[src/rtl/psum_row_collector.sv]
// Output collector for the 5-tap systolic PE row: realigns the last-PE partial
// sums with sample tags, drops warm-up results, requantizes and buffers them.
module psum_row_collector #(
  parameter int DW    = 32,
  parameter int OW    = 16,
  parameter int LAT   = 5,
  parameter int TAPS  = 5,
  parameter int SHIFT = 8,
  parameter int RELU  = 1,
  parameter int DEPTH = 8
) (
  input  logic          clk,
  input  logic          rst,
  input  logic          in_valid,
  input  logic          in_last,
  input  logic [DW-1:0] psum_in,
  output logic          stall,
  output logic [OW-1:0] out_data,
  output logic          out_valid,
  input  logic          out_ready,
  output logic          out_last,
  output logic          busy,
  output logic          overflow
);

  localparam int AW = (DEPTH > 1) ? $clog2(DEPTH) : 1;
  localparam int CW = AW + 1;
  localparam int IW = $clog2(TAPS) + 1;
  localparam int FW = $clog2(LAT + 1);
  localparam int SW = CW + FW;

  localparam logic [IW-1:0]        LAST_WARM = IW'(TAPS - 1);
  localparam logic signed [DW-1:0] SAT_MAX   = {{(DW-OW+1){1'b0}}, {(OW-1){1'b1}}};
  localparam logic signed [DW-1:0] SAT_MIN   = {{(DW-OW+1){1'b1}}, {(OW-1){1'b0}}};

  logic [LAT-1:0]        tag_valid_r;
  logic [LAT-1:0]        tag_last_r;
  logic                  d_valid_s;
  logic                  d_last_s;
  logic [FW-1:0]         inflight_s;
  logic [IW-1:0]         idx_r;

  logic signed [DW-1:0]  shifted_s;
  logic signed [DW-1:0]  clamped_s;
  logic [OW-1:0]         result_s;

  logic                  push_s;
  logic                  pop_s;
  logic                  full_s;
  logic                  wr_en_s;
  logic                  drop_s;
  logic                  nonempty_s;

  logic [OW-1:0]         mem_data_r [DEPTH];
  logic                  mem_last_r [DEPTH];
  logic [AW-1:0]         wr_ptr_r;
  logic [AW-1:0]         rd_ptr_r;
  logic [CW-1:0]         count_r;
  logic                  overflow_r;

  // Tag delay line tracks which psum_in cycles carry a real sample.
  always_ff @(posedge clk or posedge rst) begin
    if (rst) begin
      tag_valid_r <= '0;
      tag_last_r  <= '0;
    end else begin
      for (int i = LAT - 1; i > 0; i--) begin
        tag_valid_r[i] <= tag_valid_r[i-1];
        tag_last_r[i]  <= tag_last_r[i-1];
      end
      tag_valid_r[0] <= in_valid;
      tag_last_r[0]  <= in_valid & in_last;
    end
  end

  assign d_valid_s = tag_valid_r[LAT-1];
  assign d_last_s  = tag_last_r[LAT-1];

  // Population count of outstanding tags, used for stall and busy.
  always_comb begin
    inflight_s = '0;
    for (int i = 0; i < LAT; i++) begin
      inflight_s = inflight_s + FW'(tag_valid_r[i]);
    end
  end

  // Warm-up counter: the first TAPS-1 tagged results of a row are discarded.
  always_ff @(posedge clk or posedge rst) begin
    if (rst) begin
      idx_r <= '0;
    end else if (d_valid_s) begin
      if (d_last_s) begin
        idx_r <= '0;
      end else if (idx_r < LAST_WARM) begin
        idx_r <= idx_r + IW'(1);
      end else begin
        idx_r <= idx_r;
      end
    end else begin
      idx_r <= idx_r;
    end
  end

  // Requantize: sign-preserving shift, optional ReLU, saturate to OW bits.
  always_comb begin
    shifted_s = $signed(psum_in) >>> SHIFT;
    if ((RELU != 0) && shifted_s[DW-1]) begin
      clamped_s = '0;
    end else begin
      clamped_s = shifted_s;
    end
    if (clamped_s > SAT_MAX) begin
      result_s = SAT_MAX[OW-1:0];
    end else if (clamped_s < SAT_MIN) begin
      result_s = SAT_MIN[OW-1:0];
    end else begin
      result_s = clamped_s[OW-1:0];
    end
  end

  assign nonempty_s = (count_r != '0);
  assign full_s     = (count_r == CW'(DEPTH));
  assign push_s     = d_valid_s && (idx_r == LAST_WARM);
  assign pop_s      = nonempty_s && out_ready;
  // When full, a simultaneous pop frees the head slot that the write reuses.
  assign wr_en_s    = push_s && (!full_s || pop_s);
  assign drop_s     = push_s && full_s && !pop_s;

  // FIFO storage; cleared on reset so the idle head reads as zero.
  always_ff @(posedge clk or posedge rst) begin
    if (rst) begin
      for (int i = 0; i < DEPTH; i++) begin
        mem_data_r[i] <= '0;
        mem_last_r[i] <= 1'b0;
      end
    end else if (wr_en_s) begin
      mem_data_r[wr_ptr_r] <= result_s;
      mem_last_r[wr_ptr_r] <= d_last_s;
    end else begin
      mem_data_r[wr_ptr_r] <= mem_data_r[wr_ptr_r];
      mem_last_r[wr_ptr_r] <= mem_last_r[wr_ptr_r];
    end
  end

  // FIFO pointers and occupancy; pointers wrap naturally at DEPTH.
  always_ff @(posedge clk or posedge rst) begin
    if (rst) begin
      wr_ptr_r <= '0;
      rd_ptr_r <= '0;
      count_r  <= '0;
    end else begin
      if (wr_en_s) begin
        wr_ptr_r <= wr_ptr_r + AW'(1);
      end else begin
        wr_ptr_r <= wr_ptr_r;
      end
      if (pop_s) begin
        rd_ptr_r <= rd_ptr_r + AW'(1);
      end else begin
        rd_ptr_r <= rd_ptr_r;
      end
      case ({wr_en_s, pop_s})
        2'b10:   count_r <= count_r + CW'(1);
        2'b01:   count_r <= count_r - CW'(1);
        default: count_r <= count_r;
      endcase
    end
  end

  // Sticky record of any result lost to a full FIFO.
  always_ff @(posedge clk or posedge rst) begin
    if (rst) begin
      overflow_r <= 1'b0;
    end else if (drop_s) begin
      overflow_r <= 1'b1;
    end else begin
      overflow_r <= overflow_r;
    end
  end

  assign out_data  = mem_data_r[rd_ptr_r];
  assign out_last  = mem_last_r[rd_ptr_r];
  assign out_valid = nonempty_s;
  assign overflow  = overflow_r;
  // Every tag in flight may still need a slot, so reserve room for all of them.
  assign stall     = (SW'(count_r) + SW'(inflight_s)) >= SW'(DEPTH);
  assign busy      = (inflight_s != '0) || nonempty_s;

  psum_row_collector_checker #(
    .OW    (OW),
    .DEPTH (DEPTH),
    .CW    (CW)
  ) u_checker (
    .clk       (clk),
    .rst       (rst),
    .out_valid (out_valid),
    .out_ready (out_ready),
    .out_data  (out_data),
    .out_last  (out_last),
    .overflow  (overflow),
    .count     (count_r)
  );

endmodule

// Protocol invariants of the collector output and FIFO occupancy.
module psum_row_collector_checker #(
  parameter int OW    = 16,
  parameter int DEPTH = 8,
  parameter int CW    = 4
) (
  input logic          clk,
  input logic          rst,
  input logic          out_valid,
  input logic          out_ready,
  input logic [OW-1:0] out_data,
  input logic          out_last,
  input logic          overflow,
  input logic [CW-1:0] count
);

  a_count_range: assert property (@(posedge clk) disable iff (rst)
    count <= CW'(DEPTH));

  a_head_hold: assert property (@(posedge clk) disable iff (rst)
    (out_valid && !out_ready) |=> (out_valid && $stable(out_data) && $stable(out_last)));

  a_overflow_sticky: assert property (@(posedge clk) disable iff (rst)
    overflow |=> overflow);

endmodule

[config.mk]
export PLATFORM = sky130hd
export DESIGN_NAME = psum_row_collector
export DESIGN_NICKNAME = d
export VERILOG_FILES = /design/src/rtl/psum_row_collector.sv
export SDC_FILE = /design/constraint.sdc
export NUM_CORES = 1
export LEC_CHECK = 0
export CELL_PAD_IN_SITES_DETAIL_PLACEMENT = 1
export CELL_PAD_IN_SITES_GLOBAL_PLACEMENT = 1
export CORE_ASPECT_RATIO = 1.25
export CORE_UTILIZATION = 38
export DETAILED_ROUTE_END_ITERATION = 16
export GPL_TIMING_DRIVEN = 0
export HOLD_SLACK_MARGIN = 0.05
export PLACE_DENSITY_LB_ADDON = 0.05
export SETUP_SLACK_MARGIN = 0.4
export SLEW_MARGIN = 20
export SYNTH_ARGS = -nofsm -noshare
export SYNTH_HDL_FRONTEND = slang
export SYNTH_SLANG_ARGS = --single-unit
[constraint.sdc]
create_clock -name clk -period 5.8 [get_ports clk]
set_clock_uncertainty 0.1 [all_clocks]
set_input_delay 1.16 -clock clk [delete_from_list [all_inputs] [get_ports clk]]
set_output_delay 1.16 -clock clk [all_outputs]
set_load 0.01 [all_outputs]
==> results by group <==
Floorplan
  • IO Pins: 58
  • # rows: around 60
  • Starting Density: approximately 39%
  • Core area: around 0.023 sq mm
  • Die width: 138.1 um
  • DIE AREA: about 0.024 sq mm
  • Die Y: roughly 170 um

CTS
  • H-tree Lvls: 4
  • CTS max path bufs: 2
  • Worst skew pair latency: 0.43 ns
  • Clk sinks: approximately 160
  • Post-CTS setup buffer count: 0
  • Hold_buf cts: 0
  • Total CTS buffers: 17
  • Clock Root Buffer: clkbuf_16
  • CTS tree: yes
  • Worst-path clk slew: 0.07 ns
  • Post-CTS Resized: 0

GRT
  • Total global routing overflow: 0
  • Gr busiest metal: met2
  • Pin count of the biggest net entering global routing: 33
  • GRT Util Overall: a little under a third
  • Initial antenna violation count: 0
  • Met3 usage: 4.652%
  • Met2 Use GR: 53.59%
  • First-pass GRT wire length: between 50,000 and 60,000 um
  • Met1 GRT Util: between 30% and 40%
  • Vias in the first global route: 8,002

Critical path
  • R2r worst-path depth: 8
  • Crit. Startpoint: tag_valid_r[0]
  • CP Max Fanout: 3
  • Worst Setup EP: stall
  • Arrival time at the worst endpoint: 3.32 ns
  • Worst setup EP type: output pin
  • Worst reg2reg setup slack: 2.78 ns
  • WP data required: 4.54 ns
  • R2r startpoint: idx_r[0]
  • Reg2Reg Capture Point: mem_data_r[3]
  • Critical Path Start Type: flop
  • Worst Path Class, Setup: reg -> out

Finish
  • Post-Layout Cell Count: 1,211
  • Area growth from synthesis to layout: 17.17%
  • Final #Nets: just under 1,000
  • Most common cell after layout, fill and taps aside: dfrtp_1
  • Core Util, Final: 45.80%
  • Share of cells above drive strength 1: 20.26%
  • Fill cells: between 2,000 and 2,500
  • Most frequent cells in the layout: dfrtp_1 (161), nand2_1 (144), o21ai_1 (68), o21ai_0 (64), clkdlybuf4s50_1 (49)
  • Ant. Diodes: 0

Placed design
  • Hpwl dp: 24,020 um
  • Dpl ws: 1.633 ns
  • Placed cell count: between 1,000 and 1,500
  • Number of port buffers: 49
  • Final RePlAce weighted congestion: ~0.86

Flow run
  • Max Cap Viol: 0

STA
  • Slew HR: 22.59%
  • RSZ-0062 raised after global routing: false
  • Final setup viols: 0
  • Final Hold Fails: 0
  • Final period util: around four fifths
  • Worst hold margin: 0.2549 ns
  • Worst setup margin: approximately 1.2 ns
  • Fin. max-slew vios: 0
  • Setup tns final: 0 ns
  • Post-layout min period: 4.583 ns
  • Peak Freq: 218.2 MHz
  • Worst slew pin tran: ~1.2 ns

Run status
  • Violated checks: DRC
  • Status: complete, but fails checks

Yosys
  • Post-synth EDFFs: 0
  • Async SR Flop Fraction: between 90% and 100%
  • Post-synthesis sequential area ratio: a little under half
  • Area contributors post-synth: dfrtp_1 (46%), mux4_2 (9.0%), nand2_1 (6.1%)
  • Syn_nets: between 800 and 900
  • Ys flop type: dfrtp_1
  • Seq cells post-synth: between 150 and 200
  • Area leader, netlist: dfrtp_1
  • Cells after Synth: between 800 and 900
  • Post-Syn Area: about 0.009 sq mm
  • Post-synth cell types: 55
  • Synth Area per Inst: approximately 10 sq um
  • Number of warnings issued by yosys: 0
  • Top-area cell type share of the netlist area: around 46%

Power
  • Power Density: ~700 mW/mm^2
  • Leak pwr: about 4.4 nW
  • Worst VDD drop: 304.1 uV

Route
  • Drt pass-1 iters: 11
  • Routed length per placed instance: around 29 um
  • Routed WL: between 30,000 and 40,000 um
  • Routed Antenna Nets: 0
  • Post-route DRC: 4
  • Vias: 7,436
  • Via/cell ratio: between 6 and 7
  • Initial DRC count: 545

Min path
  • Worst hold path type: reg -> reg
-- report_power, final --
group | internal [mW] | switching (mW)
sequential | 1.64 | 0.452
combinational | 1.63 | 2.40
clock | 0.578 | 0.502
total | 3.85 | 3.35
-- worst min-delay path by stage --
stage | from | end | slack (ns) | depth (start not counted)
2_1_floorplan | tag_last_r[0] | tag_last_r[1] | 0.23 | 0
3_3_place_gp | tag_last_r[3] | tag_last_r[4] | 0.24 | 0
3_5_place_dp | tag_last_r[0] | tag_last_r[1] | 0.24 | 0
4_1_cts | tag_last_r[3] | tag_last_r[4] | 0.26 | 0
5_1_grt | tag_last_r[0] | tag_last_r[1] | 0.26 | 0
6_report | tag_last_r[0] | tag_last_r[1] | 0.25 | 0
-- area by class of cell --
| cell class | count | area, sq um | share of cell area [%] |
|---|---|---|---|
| buffer | 68 | 362.8 | 3.519 |
| clock buffer | 19 | 452.9 | 4.392 |
| clock inverter | 13 | 102.6 | 0.9949 |
| inverter | 27 | 105.1 | 1.019 |
| multi-input combinational | 586 | 4308 | 41.77 |
| sequential | 161 | 4029 | 39.07 |
| tap | 283 | 354.1 | 3.434 |
| timing repair buffer | 54 | 598.1 | 5.800 |
-- Yosys cell counts (9+ instances only) --
master      n
clkbuf_1   26
ha_1       10
mux4_2     35
dfrtp_1   161
nand2_1   144
o21ai_1    68
buf_2      23
o22ai_1    11
o21ai_0    64
a31oi_1    20
a21oi_1     9
nor2_1     18
inv_1      27
buf_4      11
nor3_1     14
o21ai_2    31
mux2i_1    38
mux2_2     18
-- per-stage QoR --
stage | total power [mW] | area [sq um]
floorplan | 4.509 | 8805
global placement | 5.925 | 9649
detailed placement | 6.083 | 9757
CTS | 7.188 | 10310
global route | 7.591 | 10310
finish | 7.204 | 10310
-- worst max-delay path, stage by stage, from the launching register on --
cell and delay [ns]:
dfrtp_1 0.34, inv_1 0.06, fa_1 0.50, fa_1 0.38, inv_1 0.06, ha_1 0.26
ha_1 0.30, a21oi_1 0.15, nor2b_1 0.08, nand3b_1 0.08, o21ai_0 0.08, nand2b_1 0.07
clkdlybuf4s50_1 0.53
-- routing by layer --
layer | wire length [um] | vias up | share of wire (%)
met3 | 1612 | 98 | 4.6
met4 | 1611 | 0 | 4.6
met1 | 14490 | 3898 | 41
met2 | 17360 | 266 | 49
li1 | - | 3174 | -
met5 | 0 | - | 0
-- state kept, by name, summed over array words and instances (netlist names) --
signal	count
mem_last_r	8
count_r	4
tag_valid_r	5
tag_last_r	5
overflow	1
rd_ptr_r	3
mem_data_r	128
idx_r	4
wr_ptr_r	3
-- cells by family after synthesis --
group	synth area share, %
adders and majority gates	2.332
xor gates and xnor gates	0.6966
buffers and inverters	5.274
DFF	45.78
and+or+nand+nor	12.07
muxes	15.71
AOI/OAI and AO/OA	18.14
Power figures use the tool's default switching activity.
